`config.mk`:
```
export PLATFORM = sky130hd
export DESIGN_NAME = id_stage
export DESIGN_NICKNAME = d
export VERILOG_FILES = /design/src/rtl/id_stage_pkg.sv /design/src/rtl/id_stage_regfile.sv /design/src/rtl/id_stage.sv
export SDC_FILE = /design/constraint.sdc
export NUM_CORES = 2
export LEC_CHECK = 0
export BUFFER_PORTS_ARGS = -buffer_cell sky130_fd_sc_hd__buf_2
export CAP_MARGIN = 20
export CORE_AREA = 2 2 529 321
export CTS_BUF_LIST = sky130_fd_sc_hd__clkbuf_8
export DETAILED_ROUTE_END_ITERATION = 10
export DIE_AREA = 0 0 531 323
export GPL_TIMING_DRIVEN = 0
export PLACE_DENSITY_LB_ADDON = 0.25
export SLEW_MARGIN = 20
export SYNTH_ARGS = -nofsm -noshare
export SYNTH_HDL_FRONTEND = slang
export SYNTH_SLANG_ARGS = --single-unit
```
`constraint.sdc`:
```
create_clock -name clk -period 36.3 [get_ports clk]
set_clock_uncertainty 0.05 [all_clocks]
set_input_delay 3.63 -clock clk [delete_from_list [all_inputs] [get_ports clk]]
set_output_delay 3.63 -clock clk [all_outputs]
set_load 0.005 [all_outputs]
```
`src/rtl/id_stage_pkg.sv`:
```
// Shared decode constants, ALU encodings and the ID/EX bundle for id_stage.
package id_stage_pkg;

    localparam int unsigned NumRegs  = 32;
    localparam int unsigned RegAddrW = 5;
    localparam int unsigned AluOpW   = 4;

    localparam logic [31:0] NopWord = 32'h0000_0000;

    // Primary opcodes
    localparam logic [5:0] OpRtype = 6'h00;
    localparam logic [5:0] OpJ     = 6'h02;
    localparam logic [5:0] OpBeq   = 6'h04;
    localparam logic [5:0] OpBne   = 6'h05;
    localparam logic [5:0] OpAddi  = 6'h08;
    localparam logic [5:0] OpSlti  = 6'h0A;
    localparam logic [5:0] OpAndi  = 6'h0C;
    localparam logic [5:0] OpOri   = 6'h0D;
    localparam logic [5:0] OpLui   = 6'h0F;
    localparam logic [5:0] OpLw    = 6'h23;
    localparam logic [5:0] OpSw    = 6'h2B;

    // R-type funct codes
    localparam logic [5:0] FnSll = 6'h00;
    localparam logic [5:0] FnAdd = 6'h20;
    localparam logic [5:0] FnSub = 6'h22;
    localparam logic [5:0] FnAnd = 6'h24;
    localparam logic [5:0] FnOr  = 6'h25;
    localparam logic [5:0] FnSlt = 6'h2A;

    typedef enum logic [AluOpW-1:0] {
        AluAdd = 4'd0,
        AluSub = 4'd1,
        AluAnd = 4'd2,
        AluOr  = 4'd3,
        AluSlt = 4'd4,
        AluSll = 4'd5,
        AluLui = 4'd6
    } alu_op_e;

    // Registered bundle handed to EX
    typedef struct packed {
        logic [31:0]         pc_next;
        logic [31:0]         rs_data;
        logic [31:0]         rt_data;
        logic [31:0]         imm;
        logic [RegAddrW-1:0] rs;
        logic [RegAddrW-1:0] rt;
        logic [RegAddrW-1:0] dst;
        alu_op_e             alu_op;
        logic                alu_src;
        logic                reg_write;
        logic                mem_read;
        logic                mem_write;
        logic                mem_to_reg;
    } id_ex_t;

    // Decoded control for the instruction sitting in IF/ID
    typedef struct packed {
        logic    valid;
        logic    is_rtype;
        logic    is_beq;
        logic    is_bne;
        logic    is_j;
        logic    uses_rs;
        logic    uses_rt;
        logic    zero_ext;
        logic    is_lui;
        alu_op_e alu_op;
        logic    alu_src;
        logic    reg_write;
        logic    mem_read;
        logic    mem_write;
        logic    mem_to_reg;
    } ctrl_t;

    // Anything unrecognised (and the nop word) comes back all-zero, i.e. a bubble.
    function automatic ctrl_t decode(input logic [31:0] instr);
        ctrl_t c;
        c = '0;
        unique case (instr[31:26])
            OpRtype: begin
                c.valid     = 1'b1;
                c.is_rtype  = 1'b1;
                c.uses_rs   = 1'b1;
                c.uses_rt   = 1'b1;
                c.reg_write = 1'b1;
                unique case (instr[5:0])
                    FnAdd:   c.alu_op = AluAdd;
                    FnSub:   c.alu_op = AluSub;
                    FnAnd:   c.alu_op = AluAnd;
                    FnOr:    c.alu_op = AluOr;
                    FnSlt:   c.alu_op = AluSlt;
                    FnSll:   c.alu_op = AluSll;
                    default: c = '0;
                endcase
            end
            OpAddi, OpSlti, OpAndi, OpOri: begin
                c.valid     = 1'b1;
                c.uses_rs   = 1'b1;
                c.alu_src   = 1'b1;
                c.reg_write = 1'b1;
                c.zero_ext  = (instr[31:26] == OpAndi) || (instr[31:26] == OpOri);
                unique case (instr[31:26])
                    OpSlti:  c.alu_op = AluSlt;
                    OpAndi:  c.alu_op = AluAnd;
                    OpOri:   c.alu_op = AluOr;
                    default: c.alu_op = AluAdd;
                endcase
            end
            OpLui: begin
                c.valid     = 1'b1;
                c.is_lui    = 1'b1;
                c.zero_ext  = 1'b1;
                c.alu_src   = 1'b1;
                c.reg_write = 1'b1;
                c.alu_op    = AluLui;
            end
            OpLw: begin
                c.valid      = 1'b1;
                c.uses_rs    = 1'b1;
                c.alu_src    = 1'b1;
                c.reg_write  = 1'b1;
                c.mem_read   = 1'b1;
                c.mem_to_reg = 1'b1;
            end
            OpSw: begin
                c.valid     = 1'b1;
                c.uses_rs   = 1'b1;
                c.uses_rt   = 1'b1;
                c.alu_src   = 1'b1;
                c.mem_write = 1'b1;
            end
            OpBeq, OpBne: begin
                c.valid   = 1'b1;
                c.is_beq  = (instr[31:26] == OpBeq);
                c.is_bne  = (instr[31:26] == OpBne);
                c.uses_rs = 1'b1;
                c.uses_rt = 1'b1;
            end
            OpJ: begin
                c.valid = 1'b1;
                c.is_j  = 1'b1;
            end
            default: c = '0;
        endcase
        // sll r0,r0,0 is the canonical nop and must not raise any control
        if (instr == NopWord) begin
            c = '0;
        end
        return c;
    endfunction

endpackage

```
`src/rtl/id_stage_regfile.sv`:
```
// 32x32 register file: two async read ports, one sync write port,
// write-through bypass on reads, r0 hardwired to zero.
module id_stage_regfile
    import id_stage_pkg::*;
(
    input  logic                clk_i,
    input  logic                rst_i,
    input  logic                we_i,
    input  logic [RegAddrW-1:0] waddr_i,
    input  logic [31:0]         wdata_i,
    input  logic [RegAddrW-1:0] raddr_a_i,
    output logic [31:0]         rdata_a_o,
    input  logic [RegAddrW-1:0] raddr_b_i,
    output logic [31:0]         rdata_b_o
);

    logic [31:0] mem_q [NumRegs];
    logic        wr_en;

    assign wr_en = we_i && (waddr_i != '0);

    // Storage: cleared on reset, writes to r0 dropped
    always_ff @(posedge clk_i or posedge rst_i) begin
        if (rst_i) begin
            for (int i = 0; i < NumRegs; i++) begin
                mem_q[i] <= '0;
            end
        end else if (wr_en) begin
            mem_q[waddr_i] <= wdata_i;
        end
    end

    // Read ports with same-cycle writeback bypass
    always_comb begin
        rdata_a_o = '0;
        rdata_b_o = '0;
        if (raddr_a_i != '0) begin
            rdata_a_o = (wr_en && (waddr_i == raddr_a_i)) ? wdata_i : mem_q[raddr_a_i];
        end
        if (raddr_b_i != '0) begin
            rdata_b_o = (wr_en && (waddr_i == raddr_b_i)) ? wdata_i : mem_q[raddr_b_i];
        end
    end

endmodule

```
`src/rtl/id_stage.sv`:
```
// MIPS-I decode stage: decode, register read, ID-resolved beq/bne/j,
// load-use and branch-operand hazard detection, ID/EX pipeline register.
// Optional build macro ID_STALL_CNT_EN adds stall_cycles / redirect_count counters.
module id_stage
    import id_stage_pkg::*;
#(
    parameter int unsigned REG_ADDR_W = 5,
    parameter int unsigned ALU_OP_W   = 4
) (
    input  logic                  clk,
    input  logic                  rst,
    input  logic [31:0]           if_id_instruction,
    input  logic [31:0]           if_id_pc_next,
    input  logic                  wb_reg_write,
    input  logic [REG_ADDR_W-1:0] wb_rd,
    input  logic [31:0]           wb_data,
    input  logic                  ex_mem_reg_write,
    input  logic                  ex_mem_mem_read,
    input  logic [REG_ADDR_W-1:0] ex_mem_rd,
    input  logic [31:0]           ex_mem_alu_result,
`ifdef ID_STALL_CNT_EN
    output logic [31:0]           stall_cycles,
    output logic [31:0]           redirect_count,
`endif
    output logic                  stall,
    output logic                  flush_if,
    output logic                  jump_taken,
    output logic                  branch_taken,
    output logic [31:0]           pc_jump,
    output logic [31:0]           pc_branch,
    output logic [31:0]           id_ex_pc_next,
    output logic [31:0]           id_ex_rs_data,
    output logic [31:0]           id_ex_rt_data,
    output logic [31:0]           id_ex_imm,
    output logic [REG_ADDR_W-1:0] id_ex_rs,
    output logic [REG_ADDR_W-1:0] id_ex_rt,
    output logic [REG_ADDR_W-1:0] id_ex_dst,
    output logic [ALU_OP_W-1:0]   id_ex_alu_op,
    output logic                  id_ex_alu_src,
    output logic                  id_ex_reg_write,
    output logic                  id_ex_mem_read,
    output logic                  id_ex_mem_write,
    output logic                  id_ex_mem_to_reg
);

    ctrl_t         ctrl;
    id_ex_t        id_ex_d, id_ex_q;
    logic [4:0]    rs_idx, rt_idx, rd_idx;
    logic [15:0]   imm16;
    logic [31:0]   imm_ext;
    logic [31:0]   rs_data, rt_data;
    logic [31:0]   cmp_a, cmp_b;
    logic          is_branch, load_use, branch_hazard, branch_cond;

    assign rs_idx = if_id_instruction[25:21];
    assign rt_idx = if_id_instruction[20:16];
    assign rd_idx = if_id_instruction[15:11];
    assign imm16  = if_id_instruction[15:0];

    id_stage_regfile u_regfile (
        .clk_i     (clk),
        .rst_i     (rst),
        .we_i      (wb_reg_write),
        .waddr_i   (wb_rd),
        .wdata_i   (wb_data),
        .raddr_a_i (rs_idx),
        .rdata_a_o (rs_data),
        .raddr_b_i (rt_idx),
        .rdata_b_o (rt_data)
    );

    // Decode, immediate extension and target computation
    always_comb begin
        ctrl      = decode(if_id_instruction);
        is_branch = ctrl.is_beq | ctrl.is_bne;
        if (ctrl.is_lui) begin
            imm_ext = {imm16, 16'h0000};
        end else if (ctrl.zero_ext) begin
            imm_ext = {16'h0000, imm16};
        end else begin
            imm_ext = {{16{imm16[15]}}, imm16};
        end
        pc_branch = if_id_pc_next + {{14{imm16[15]}}, imm16, 2'b00};
        pc_jump   = {if_id_pc_next[31:28], if_id_instruction[25:0], 2'b00};
    end

    // Hazards, branch operand forwarding and redirect outputs
    always_comb begin
        load_use = id_ex_q.mem_read && (id_ex_q.dst != '0) &&
                   ((ctrl.uses_rs && (rs_idx == id_ex_q.dst)) ||
                    (ctrl.uses_rt && (rt_idx == id_ex_q.dst)));

        // Operand still being produced in EX, or a load sitting in MEM
        branch_hazard = is_branch && (
            (id_ex_q.reg_write &&
             (((rs_idx != '0) && (rs_idx == id_ex_q.dst)) ||
              ((rt_idx != '0) && (rt_idx == id_ex_q.dst)))) ||
            (ex_mem_mem_read &&
             (((rs_idx != '0) && (rs_idx == ex_mem_rd)) ||
              ((rt_idx != '0) && (rt_idx == ex_mem_rd)))));

        stall = load_use | branch_hazard;

        cmp_a = (ex_mem_reg_write && (ex_mem_rd != '0) && (ex_mem_rd == rs_idx)) ?
                ex_mem_alu_result : rs_data;
        cmp_b = (ex_mem_reg_write && (ex_mem_rd != '0) && (ex_mem_rd == rt_idx)) ?
                ex_mem_alu_result : rt_data;

        branch_cond  = (cmp_a == cmp_b) ^ ctrl.is_bne;
        branch_taken = !stall && is_branch && branch_cond;
        jump_taken   = !stall && ctrl.is_j;
        flush_if     = jump_taken | branch_taken;
    end

    // Next ID/EX contents: bubble on stall, redirect or non-issuing instruction
    always_comb begin
        id_ex_d = '0;
        if (!stall && !flush_if && ctrl.valid) begin
            id_ex_d.pc_next    = if_id_pc_next;
            id_ex_d.rs_data    = rs_data;
            id_ex_d.rt_data    = rt_data;
            id_ex_d.imm        = imm_ext;
            id_ex_d.rs         = rs_idx;
            id_ex_d.rt         = rt_idx;
            id_ex_d.dst        = ctrl.is_rtype ? rd_idx : rt_idx;
            id_ex_d.alu_op     = ctrl.alu_op;
            id_ex_d.alu_src    = ctrl.alu_src;
            id_ex_d.reg_write  = ctrl.reg_write;
            id_ex_d.mem_read   = ctrl.mem_read;
            id_ex_d.mem_write  = ctrl.mem_write;
            id_ex_d.mem_to_reg = ctrl.mem_to_reg;
        end
    end

    // ID/EX pipeline register
    always_ff @(posedge clk or posedge rst) begin
        if (rst) begin
            id_ex_q <= '0;
        end else begin
            id_ex_q <= id_ex_d;
        end
    end

    assign id_ex_pc_next    = id_ex_q.pc_next;
    assign id_ex_rs_data    = id_ex_q.rs_data;
    assign id_ex_rt_data    = id_ex_q.rt_data;
    assign id_ex_imm        = id_ex_q.imm;
    assign id_ex_rs         = id_ex_q.rs;
    assign id_ex_rt         = id_ex_q.rt;
    assign id_ex_dst        = id_ex_q.dst;
    assign id_ex_alu_op     = id_ex_q.alu_op;
    assign id_ex_alu_src    = id_ex_q.alu_src;
    assign id_ex_reg_write  = id_ex_q.reg_write;
    assign id_ex_mem_read   = id_ex_q.mem_read;
    assign id_ex_mem_write  = id_ex_q.mem_write;
    assign id_ex_mem_to_reg = id_ex_q.mem_to_reg;

`ifdef ID_STALL_CNT_EN
    logic [31:0] stall_cnt_q, redirect_cnt_q;

    // Free-running event counters, wrapping at 2^32
    always_ff @(posedge clk or posedge rst) begin
        if (rst) begin
            stall_cnt_q    <= '0;
            redirect_cnt_q <= '0;
        end else begin
            if (stall) begin
                stall_cnt_q <= stall_cnt_q + 32'd1;
            end
            if (flush_if) begin
                redirect_cnt_q <= redirect_cnt_q + 32'd1;
            end
        end
    end

    assign stall_cycles   = stall_cnt_q;
    assign redirect_count = redirect_cnt_q;
`endif

endmodule

```
==> impl_metrics.ini <==
[place]
dp_hpwl_um = 263200
gp_congestion = 1.093
placed_cell_area_um2 = 71530
io_buffers = 346
pre_cts_ws_ns = 20.58

[worst_hold_path]
hp-class = flop to flop

[timing]
rsz0062_at_grt = false
relSlewSlack_pct = 6.801
hold_violations = 0
setup_tns_ns = 0
period_share_pct = 45.63
setup_viol = 0
setup_slack_ns = 19.74
drv_slew = 0
max_freq_mhz = 60.38
min_period_ns = 16.56
tightest_slew_ns = 1.398

[global_routing]
met3_usage_pct = 29.31
grtUsageMet1_pct = 53.84
antenna_found_initial = 54
grt_util_met2_pct = 49.57
grt_pass1_wl_um = 469700
first_global_vias = 49650
grt_busiest_layer = met1
track_usage_pct = 41.39
overflow = 0
grt_max_degree = 37

[pwr]
total_power_w = 0.003966
p_per_area_nw_per_um2 = 52.55
leakage_nw = 33.55
ir_drop_v = 0.00003234

[synth]
synth_top_cells_by_count = dfrtp_1, mux2_2, mux4_2, clkbuf_1, nand2_1
ys_seq_area_share_pct = 45.52
synth_cells = 4694
yosysMostFrequentCell = dfrtp_1
synth-seq-cells = 1174
synth.avg_cell_area_um2 = 13.75
synth_enable_flop_cells = 0
synth_top_area_share_pct = 45.52
synth_warnings = 0
netlist_area_um2 = 64540
ys_top_cells_by_area = dfrtp_1, mux2_2, mux4_2
synth_cell_types = 86
yosysTopAreaCell = dfrtp_1
synth_ff_type = dfrtp_1
synthArstFlopShare_pct = 100.0

[detailed_routing]
via_per_inst = 6.932
num_vias = 54010
firstDrtPassIters = 9
ant_nets = 0
wl_per_cell_um = 46.29
drtIter0Drc = 9031
routed_wl_um = 360700
drc = 0

[floorplanning]
initial_core_util_pct = 38.50
pin_count = 363
fp-row-count = 117
die_x_um = 531
dieArea_um2 = 171500
die_h_um = 323
core_area_um2 = 167600

[clocking]
cts_hold_buf = 0
clk-insertion-delay-late_ns = 0.96
cts-resized-gates = 0
clock-sinks = 1174
cts_inserted_buffers = 189
cts.htree.levels = 4
cts_tree = built
cts.clk_slew.worst_paths_ns = 0.07
cts_setup_buffers = 0
cts-root-buf = clkbuf_8
clockBufferDepth = 4

[cells_and_area]
final_area_um2 = 75460
area_growth_pct = 16.93
nets = 5519
n_fill_cell = 15310
drive_gt1_share_pct = 47.66

[worst_setup_path]
cp-end-kind = output pin
cp.arrival_ns = 12.88
worstPathRequired_ns = 32.62
path_class = primary input to output pin
start_kind = primary input
cp_max_fo = 11

[run_status]
status = finished, final reports clean

[job]
drv_cap = 0
## critical path, stage by stage
cell,delay [ns]
buf_2,0.67
buf_2,0.75
buf_2,0.74
buf_2,0.82
buf_2,0.90
nand2_1,0.93
nor2_1,0.39
nor4_2,0.18
a21oi_1,0.70
nand3_1,0.20
o31ai_1,0.11
a221oi_1,0.08
nor4_1,0.37
nand4_1,0.17
nor4_2,0.45
mux2i_2,0.80
clkbuf_1,0.49
or2_2,0.23
buf_2,0.12
## per-layer routing
layer / share of wire (%) / wire, um
met2: 36 / 131000
met1: 39 / 140800
met5: 0.44 / 1598
met4: 5.6 / 20270
met3: 19 / 67050
## final timing paths
| check | cells after the start | slack [ns] | startpoint | endpoint |
|---|---|---|---|---|
| worst max-delay path | 19 | 19.74 | if_id_instruction[17] | flush_if |
| worst min-delay path | 1 | 0.43 | u_regfile.mem_q[996] | u_regfile.mem_q[996] |
| worst max register to register | 14 | 29.81 | u_regfile.mem_q[17] | id_ex_pc_next[27] |
| worst min register to register | 1 | 0.43 | u_regfile.mem_q[996] | u_regfile.mem_q[996] |
| max in group asynchronous | 13 | 30.65 | rst | id_ex_alu_op[1] |
| min in group asynchronous | 2 | 2.61 | rst | u_regfile.mem_q[257] |
## registers in the layout (all words and copies together), names as in the netlist
| signal | flops |
|---|---|
| id_ex_pc_next | 32 |
| id_ex_reg_write | 1 |
| u_regfile.mem_q | 1024 |
| id_ex_mem_write | 1 |
| id_ex_mem_read | 1 |
| id_ex_rt | 5 |
| id_ex_alu_src | 1 |
| id_ex_imm | 32 |
| id_ex_rs | 5 |
| id_ex_rt_data | 32 |
| id_ex_rs_data | 32 |
| id_ex_dst | 5 |
| id_ex_alu_op | 3 |
## cell type report
cell class	count	area, um2	share of cell area (%)
multi-input combinational	2968	32800	43.47
sequential	1174	29380	38.93
timing repair buffer	459	3801	5.037
clock buffer	237	3262	4.323
tap	2261	2829	3.749
buffer	524	2663	3.528
clock inverter	89	490.5	0.6500
antenna	49	122.6	0.1625
inverter	30	116.4	0.1542
## kinds of logic (layout without fill, tap and decap cells)
logic type | after synthesis | after routing | synth area share, %
multiplexers | 1648 | 1648 | 36.79
flip-flops | 1174 | 1174 | 45.52
AND/OR/NAND/NOR | 674 | 674 | 6.072
buffers and inverters | 554 | 1339 | 4.065
AO/OA/AOI/OAI | 522 | 522 | 5.721
XOR/XNOR | 91 | 91 | 1.235
adder cells (fa/ha/maj) | 30 | 30 | 0.5932
other | 1 | 52 | 0.005811
## cells in the final DEF (no fill, tap or decap), types with 19 or more instances in the layout
master / n
a221oi_1: 22
buf_6: 38
o22ai_1: 51
dfrtp_1: 1174
xor2_1: 36
and3b_1: 37
nand2_1: 186
a21oi_1: 94
buf_16: 21
nor2_1: 107
inv_1: 86
diode_2: 49
nor3_1: 21
nor4_2: 50
buf_12: 51
nor4_1: 39
mux2i_1: 177
nor2b_1: 19
o21ai_0: 57
mux2_2: 988
ha_1: 29
a22oi_1: 88
buf_2: 458
nand3_1: 44
clkbuf_2: 94
clkbuf_8: 237
mux4_2: 480
clkbuf_1: 214
xnor2_1: 55
buf_4: 80
nand4_1: 25
## per-stage QoR
step           utilization [%]  std cells  hold slack [ns]
2_1_floorplan                -       4696           0.3913
3_3_place_gp             41.23       7303           0.4026
3_5_place_dp             42.68       7413           0.4165
4_1_cts                  44.92       7739           0.4317
5_1_grt                  44.96       7752           0.4546
6_report                 45.02       7791           0.4342
## report_power, final
part,leakage (nW),switching (W),internal (W)
logic,16.2,0.000544,0.000486
registers,15.2,0.000185,0.00153
clock network,2.16,0.000607,0.000613
total,33.5,0.00134,0.00263
(Power assumes the default switching activity.)
